File: src/rtl/fifo_fwft_flags.sv
// First-word-fall-through FIFO with occupancy flags, flush and optional sticky errors.
// Define FIFO_FWFT_FLAGS_ERR_EN to build the overflow/underflow registers.
module fifo_fwft_flags #(
  parameter int unsigned DATA_WIDTH   = 8,
  parameter int unsigned ADDR_WIDTH   = 4,
  parameter int unsigned AFULL_LEVEL  = (1 << ADDR_WIDTH) - 2,
  parameter int unsigned AEMPTY_LEVEL = 1
) (
  input  logic                  clock,
  input  logic                  reset,
  input  logic                  flush,
  input  logic                  enQ,
  input  logic                  deQ,
  input  logic [DATA_WIDTH-1:0] data_in,
  output logic [DATA_WIDTH-1:0] data_out,
  output logic                  empty,
  output logic                  full,
  output logic                  almost_empty,
  output logic                  almost_full,
  output logic [ADDR_WIDTH:0]   count,
  input  logic                  clear_err,
  output logic                  overflow,
  output logic                  underflow
);

  localparam int unsigned DEPTH = 1 << ADDR_WIDTH;
  localparam int unsigned CW    = ADDR_WIDTH + 1;

  logic [DATA_WIDTH-1:0] mem [DEPTH];
  logic [ADDR_WIDTH-1:0] enq_ptr_q, enq_ptr_d;
  logic [ADDR_WIDTH-1:0] deq_ptr_q, deq_ptr_d;
  logic [CW-1:0]         count_q, count_d;
  logic                  wr, rd, bypass, mem_we;

  assign empty        = (count_q == '0);
  assign full         = (count_q == CW'(DEPTH));
  assign almost_empty = (count_q <= CW'(AEMPTY_LEVEL));
  assign almost_full  = (count_q >= CW'(AFULL_LEVEL));
  assign count        = count_q;

  assign wr     = enQ & (~full | deQ);
  assign rd     = deQ & (~empty | enQ);
  assign bypass = wr & rd & empty;
  assign mem_we = ~flush & wr & ~bypass;

  // Empty FIFO with a pending enqueue presents the incoming word directly.
  assign data_out = (empty & enQ) ? data_in : mem[deq_ptr_q];

  always_comb begin
    enq_ptr_d = enq_ptr_q;
    deq_ptr_d = deq_ptr_q;
    count_d   = count_q;
    if (flush) begin
      enq_ptr_d = '0;
      deq_ptr_d = '0;
      count_d   = '0;
    end else if (bypass) begin
      count_d = count_q;
    end else if (wr && rd) begin
      enq_ptr_d = enq_ptr_q + ADDR_WIDTH'(1);
      deq_ptr_d = deq_ptr_q + ADDR_WIDTH'(1);
    end else if (wr) begin
      enq_ptr_d = enq_ptr_q + ADDR_WIDTH'(1);
      count_d   = count_q + CW'(1);
    end else if (rd) begin
      deq_ptr_d = deq_ptr_q + ADDR_WIDTH'(1);
      count_d   = count_q - CW'(1);
    end
  end

  always_ff @(posedge clock or posedge reset) begin
    if (reset) begin
      enq_ptr_q <= '0;
      deq_ptr_q <= '0;
      count_q   <= '0;
    end else begin
      enq_ptr_q <= enq_ptr_d;
      deq_ptr_q <= deq_ptr_d;
      count_q   <= count_d;
    end
  end

  // Storage is intentionally not reset.
  always_ff @(posedge clock) begin
    if (mem_we) mem[enq_ptr_q] <= data_in;
  end

`ifdef FIFO_FWFT_FLAGS_ERR_EN
  logic ovf_q, ovf_d, unf_q, unf_d;
  logic ovf_set, unf_set;

  assign ovf_set = enQ & full & ~deQ & ~flush;
  assign unf_set = deQ & empty & ~enQ & ~flush;

  // A new error in the same cycle as clear_err survives the clear.
  always_comb begin
    ovf_d = ovf_set | (ovf_q & ~clear_err);
    unf_d = unf_set | (unf_q & ~clear_err);
  end

  always_ff @(posedge clock or posedge reset) begin
    if (reset) begin
      ovf_q <= 1'b0;
      unf_q <= 1'b0;
    end else begin
      ovf_q <= ovf_d;
      unf_q <= unf_d;
    end
  end

  assign overflow  = ovf_q;
  assign underflow = unf_q;
`else
  logic unused_clear_err;
  assign unused_clear_err = clear_err;
  assign overflow         = 1'b0;
  assign underflow        = 1'b0;
`endif

endmodule
File: config.mk
export PLATFORM = sky130hd
export DESIGN_NAME = fifo_fwft_flags
export DESIGN_NICKNAME = d
export VERILOG_FILES = /design/src/rtl/fifo_fwft_flags.sv
export SDC_FILE = /design/constraint.sdc
export NUM_CORES = 1
export LEC_CHECK = 0
export BUFFER_PORTS_ARGS = -buffer_cell sky130_fd_sc_hd__buf_2
export CORE_UTILIZATION = 60
export DETAILED_ROUTE_END_ITERATION = 12
export PLACE_DENSITY = 0.77
export SETUP_SLACK_MARGIN = 0.15
export SYNTH_ARGS = -nofsm -noshare
export SYNTH_HDL_FRONTEND = slang
export SYNTH_SLANG_ARGS = --single-unit
File: constraint.sdc
create_clock -name clock -period 3.3 [get_ports clock]
set_input_delay 0.99 -clock clock [delete_from_list [all_inputs] [get_ports clock]]
set_output_delay 0.99 -clock clock [all_outputs]
set_load 0.01 [all_outputs]
---- After elaboration in Yosys (flattened, before gate mapping) ----
Memory sizes are Yosys's and may differ from the RTL's.
Index checks and enable logic that the tools add are counted.
operators by class
  add/subtract/negate cells ............... 4
  magnitude comparators ................... 2
  eq/ne operators ......................... 4
  multiplexer cells ....................... 17
  bitwise operators ....................... 13
  reductions and logical operators ........ 8
operator list
  kind                                                                               number
  4-bit 2-to-1 mux                                                                   9
  5-bit 2-to-1 mux                                                                   5
  3-bit nonzero test                                                                 3
  4-bit by 1-bit adder with 4-bit output (second input constant)                     2
  8-bit 2-to-1 mux                                                                   1
  1-bit AND                                                                          7
  3-bit AND reduction                                                                2
  5-bit by 1-bit adder with 5-bit output (second input constant)                     1
  5-bit == test (second input constant)                                              1
  5-bit by 4-bit >= comparator with 1-bit output (second input constant)             1
  5-bit by 1-bit less-or-equal comparator with 1-bit output (second input constant)  1
  5-bit logical NOT                                                                  1
  5-bit by 1-bit subtractor with 5-bit output (second input constant)                1
  2-bit != test (second input constant)                                              2
  1-bit inverter                                                                     4
  3-bit by 2-bit != test with 1-bit output (second input constant)                   1
  1-bit 2-to-1 mux                                                                   2
  1-bit bitwise OR                                                                   2
  2-bit AND reduction                                                                1
  1-bit logical AND                                                                  1
word-level totals
  bits in registers ....................... 13
  bits in writable memories ............... 128
  input port bits ......................... 14
  word-level logic and storage cells ...... 52
  memories ................................ 1
memory list
  memory  words  width  rd ports  clocked after Yosys merged registers in  wr ports  line  RTL
  mem     16     8      1         0                                        1         29    logic [DATA_WIDTH-1:0] mem [DEPTH];

---- Depth between registers and ports, before layout ----
  word-level depth ........................ 10
  gate-level depth with buffers ........... 10

---- Worst setup path before layout ----
No wires, ideal clock.
  kind .................................... register to output
  start ................................... register count_q[1], in the netlist count[1]
  end ..................................... output port data_out[6]
  arrival time ............................ 1.921 ns
  slack ................................... 0.389 ns
  cell stages (with the launch flop) ...... 11
  path through ............................ dfrtp_1 -> clkbuf_1 -> inv_1 -> ha_1 -> or4b_4 -> buf_6 -> clkinv_8 -> and2_4 -> buf_6 -> nand2_1 -> o211ai_1
between the ends
  word-level cells in the longest chain between the ends .. 3
RTL lines
  item                      line  RTL
  start: declaration        32    logic [CW-1:0] count_q, count_d;
  start signal: assignment  79    count_q <= count_d;
  5-bit logical NOT         35    assign empty = (count_q == '0);
  net empty                 16    output logic empty,
  1-bit AND                 47    assign data_out = (empty & enQ) ? data_in : mem[deq_ptr_q];
  8-bit 2-to-1 mux          47
  end: declaration          15    output logic [DATA_WIDTH-1:0] data_out,
The timed path passes the listed nets, and every way through them passes these cells.

---- Final worst setup path ----
  start ................................... register count_q[1], in the netlist count[1]
  end ..................................... output port data_out[1]
between the ends
  word-level cells in the longest chain between the ends .. 3
RTL lines
  item               line
  5-bit logical NOT  35
  1-bit AND          47
  8-bit 2-to-1 mux   47
No other way between the ends.

==> flow_summary.toml <==
[clock_network]
cts.sinks = 141
cts_tree = "done"
cts_max_path_buffers = 2
path_clk_slew_ps = 60
htreeDepth = 4
cts_root_buffer = "clkbuf_8"
cts_buffers = 17
clk_latency_ps = 520

[worst_setup_path]
cp.arrival_ps = 2450
end_kind = "output port"
reg2reg_depth = 6
worst_setup_path_start_kind = "flop"
cp.required_ps = 2310
worstSetupPathType = "reg2out"
crit_path_max_fanout = 8
r2r_setup_slack_ps = 690

[timing]
fin_setup_tns_ps = -899.5
slew-limit-headroom = 0.5879
tightest_slew_ps = 609.5
fmax_mhz = 290.5
finalHoldViolations = 0
setup_ws_ps = -142.7
rsz0062_at_grt = "yes"
fin_crit_ps = 3443
fin_worst_skew_ps = 7.582
slew_violations = 0
setup_viol = 8
period_share = 1.043

[route]
totalWireLength_um = 12620
avgRoutedWirePerCell_um = 23.82
drtIter0Drc = 232
drc = 0
ant_nets = 0
via_per_inst = 6.221
num_vias = 3297
dr.pass1.iters = 5

[synth]
synth_top_area_share = 0.6271
synth_compound_gate_area_share = 0.05266
synth-main-ff-cell = "edfxtp_1"
ys_warn_count = 0
yosysMostFrequentCell = "edfxtp_1"
ys_top_cells_by_count = "edfxtp_1 (128), mux4_2 (32), dfrtp_1 (13), nor2_1 (13)"
synth_top_family_by_area = "multiplexers"
yosys-mux-area-fraction = 0.1341
yosysTopAreaCell = "edfxtp_1"
synth_seq_cells = 141
yosys.cell_types.count = 52
synth_xor_area_frac = 0.01286
syn_avg_cell_area_um2 = 18.13
synth_area_leaders = "edfxtp_1 (63%), mux4_2 (12%), dfrtp_1 (5.3%)"
async_reset_ff_frac = 0.09220
synth_edf_count = 128
syn_inst = 338
ys_seq_area_frac = 0.6801
synthAdderAreaFrac = 0.01837
syn-cell-area_um2 = 6130
synthSimpleGateAreaFrac = 0.05940

[die]
die_w_um = 103.1
core_area_um2 = 9819
fp-row-count = 36
die-area_um2 = 10620
ioPinCount = 33
die_h_um = 103.1
start_util = 0.6242

[finish]
drive_gt1_frac = 0.3552
postLayoutCoreUtil = 0.7234
finalInstanceArea_um2 = 7103
diodes = 0
final_nets = 407
area_growth_pct = 15.88

[placement]
place_area_um2 = 6392
hpwl_um = 7603
io_buffers = 29
pre_cts_ws_ps = 225.7
gp_congestion = 0.7999

[global_route]
use_met1 = 0.3321
grt_pass1_wl_um = 19010
antenna_found_initial = 0
use_met2 = 0.4646
busiest_layer = "met2"
grt_pass1_vias = 3324
grtUsageTotal = 0.2657
met3_usage = 0.05695
grt_overflow = 0
grt_max_degree = 32

[status]
failed_checks = "negative setup slack"
status = "finished with violations"

[min_path]
hold_class = "in2async"

[power]
p_leak_nw = 2.394
p_per_area_nw_per_um2 = 619.5
totalPowerFinal_mw = 4.400
ir_drop_mv = 0.4231

[job]
maxCapViolCount = 0
==> state kept, by name, indices dropped and copies added (netlist names) <==
| register | count |
|---|---|
| count | 5 |
| deq_ptr_q | 4 |
| enq_ptr_q | 4 |
| mem | 128 |
==> where the power goes <==
| group | leakage, nW | switching, mW | internal, mW | total, mW |
|---|---|---|---|---|
| Sequential | 1.33 | 0.0275 | 1.98 | 2.01 |
| Clock | 0.275 | 0.792 | 1.03 | 1.82 |
| Combinational | 0.792 | 0.347 | 0.229 | 0.575 |
| Total | 2.39 | 1.17 | 3.23 | 4.40 |
==> cell families after synthesis <==
logic type / Yosys count
fa+ha+maj: 9
other cells: 1
buf+inv: 36
compound gates: 37
xor+xnor: 9
simple gates: 63
mux: 42
flops: 141
==> worst paths after layout <==
kind / start / end
worst max-delay path: count[1]$_DFFE_PP0P_ / data_out[1]
worst min-delay path: reset / enq_ptr_q[1]$_DFFE_PP0P_
worst max register to register: count[1]$_DFFE_PP0P_ / mem[13][3]$_DFFE_PP_
worst min register to register: enq_ptr_q[3]$_DFFE_PP0P_ / enq_ptr_q[3]$_DFFE_PP0P_
max in group asynchronous: reset / deq_ptr_q[1]$_DFFE_PP0P_
min in group clock: enq_ptr_q[3]$_DFFE_PP0P_ / enq_ptr_q[3]$_DFFE_PP0P_
==> metrics by stage <==
stage               std cells  hold WS [ps]
global placement          492         583.5
floorplan                 339         548.3
global route              530         512.0
detailed placement        492         605.9
CTS                       529         484.4
finish                    530         485.3
==> cell type report <==
class                           instances  area, um2
Inverter                               13      61.31
Fill cell                             621       2716
Tap cell                              133      166.4
Timing Repair Buffer                   48      325.3
Clock buffer                           17      414.1
Multi-Input combinational cell        163       1813
Clock inverter                         15      151.4
Sequential cell                       141       4172
==> worst max-delay path, cell delays in order (launching register included) <==
cell and delay, ps:
dfrtp_1 400, inv_2 90, ha_4 140, or4b_4 510, clkinv_8 110, a21oi_4 130
a32oi_2 270, o211ai_2 130, buf_2 160
==> cells in the final DEF, fill, tap and decap left out, drive strengths merged, types with 2 or more instances in the layout <==
cell type	netlist	final
a21oi	6	6
a32oi	8	8
and2	14	14
buf	15	48
clkbuf	8	17
clkinv	1	3
clkinvlp	0	2
conb	1	2
dfrtp	13	13
edfxtp	128	128
ha	9	9
inv	12	22
mux2i	9	9
mux4	32	32
nand2	12	13
nand3	5	5
nand4	2	2
nand4b	2	2
nor2	13	13
nor2b	2	2
nor4	2	2
nor4b	2	2
o211ai	11	11
o21ai	4	4
o22ai	2	2
xnor2	4	4
xor2	5	5
==> per-layer routing <==
| layer | vias to the layer above | share of wire |
|---|---|---|
| met2 | 139 | 0.54 |
| met4 | 0 | 0.015 |
| met3 | 19 | 0.058 |
| li1 | 1428 | - |
| met5 | - | 0 |
| met1 | 1711 | 0.39 |
==> repair_timing <==
action | CTS | global route
setup endpoints to repair | 8 | 8
gates cloned | 1 | 0
hold buffers | 0 | 0
gates resized for setup | 16 | 0
pin swaps | 8 | 4
buffers inserted | 4 | 1
(Power assumes the default switching activity.)
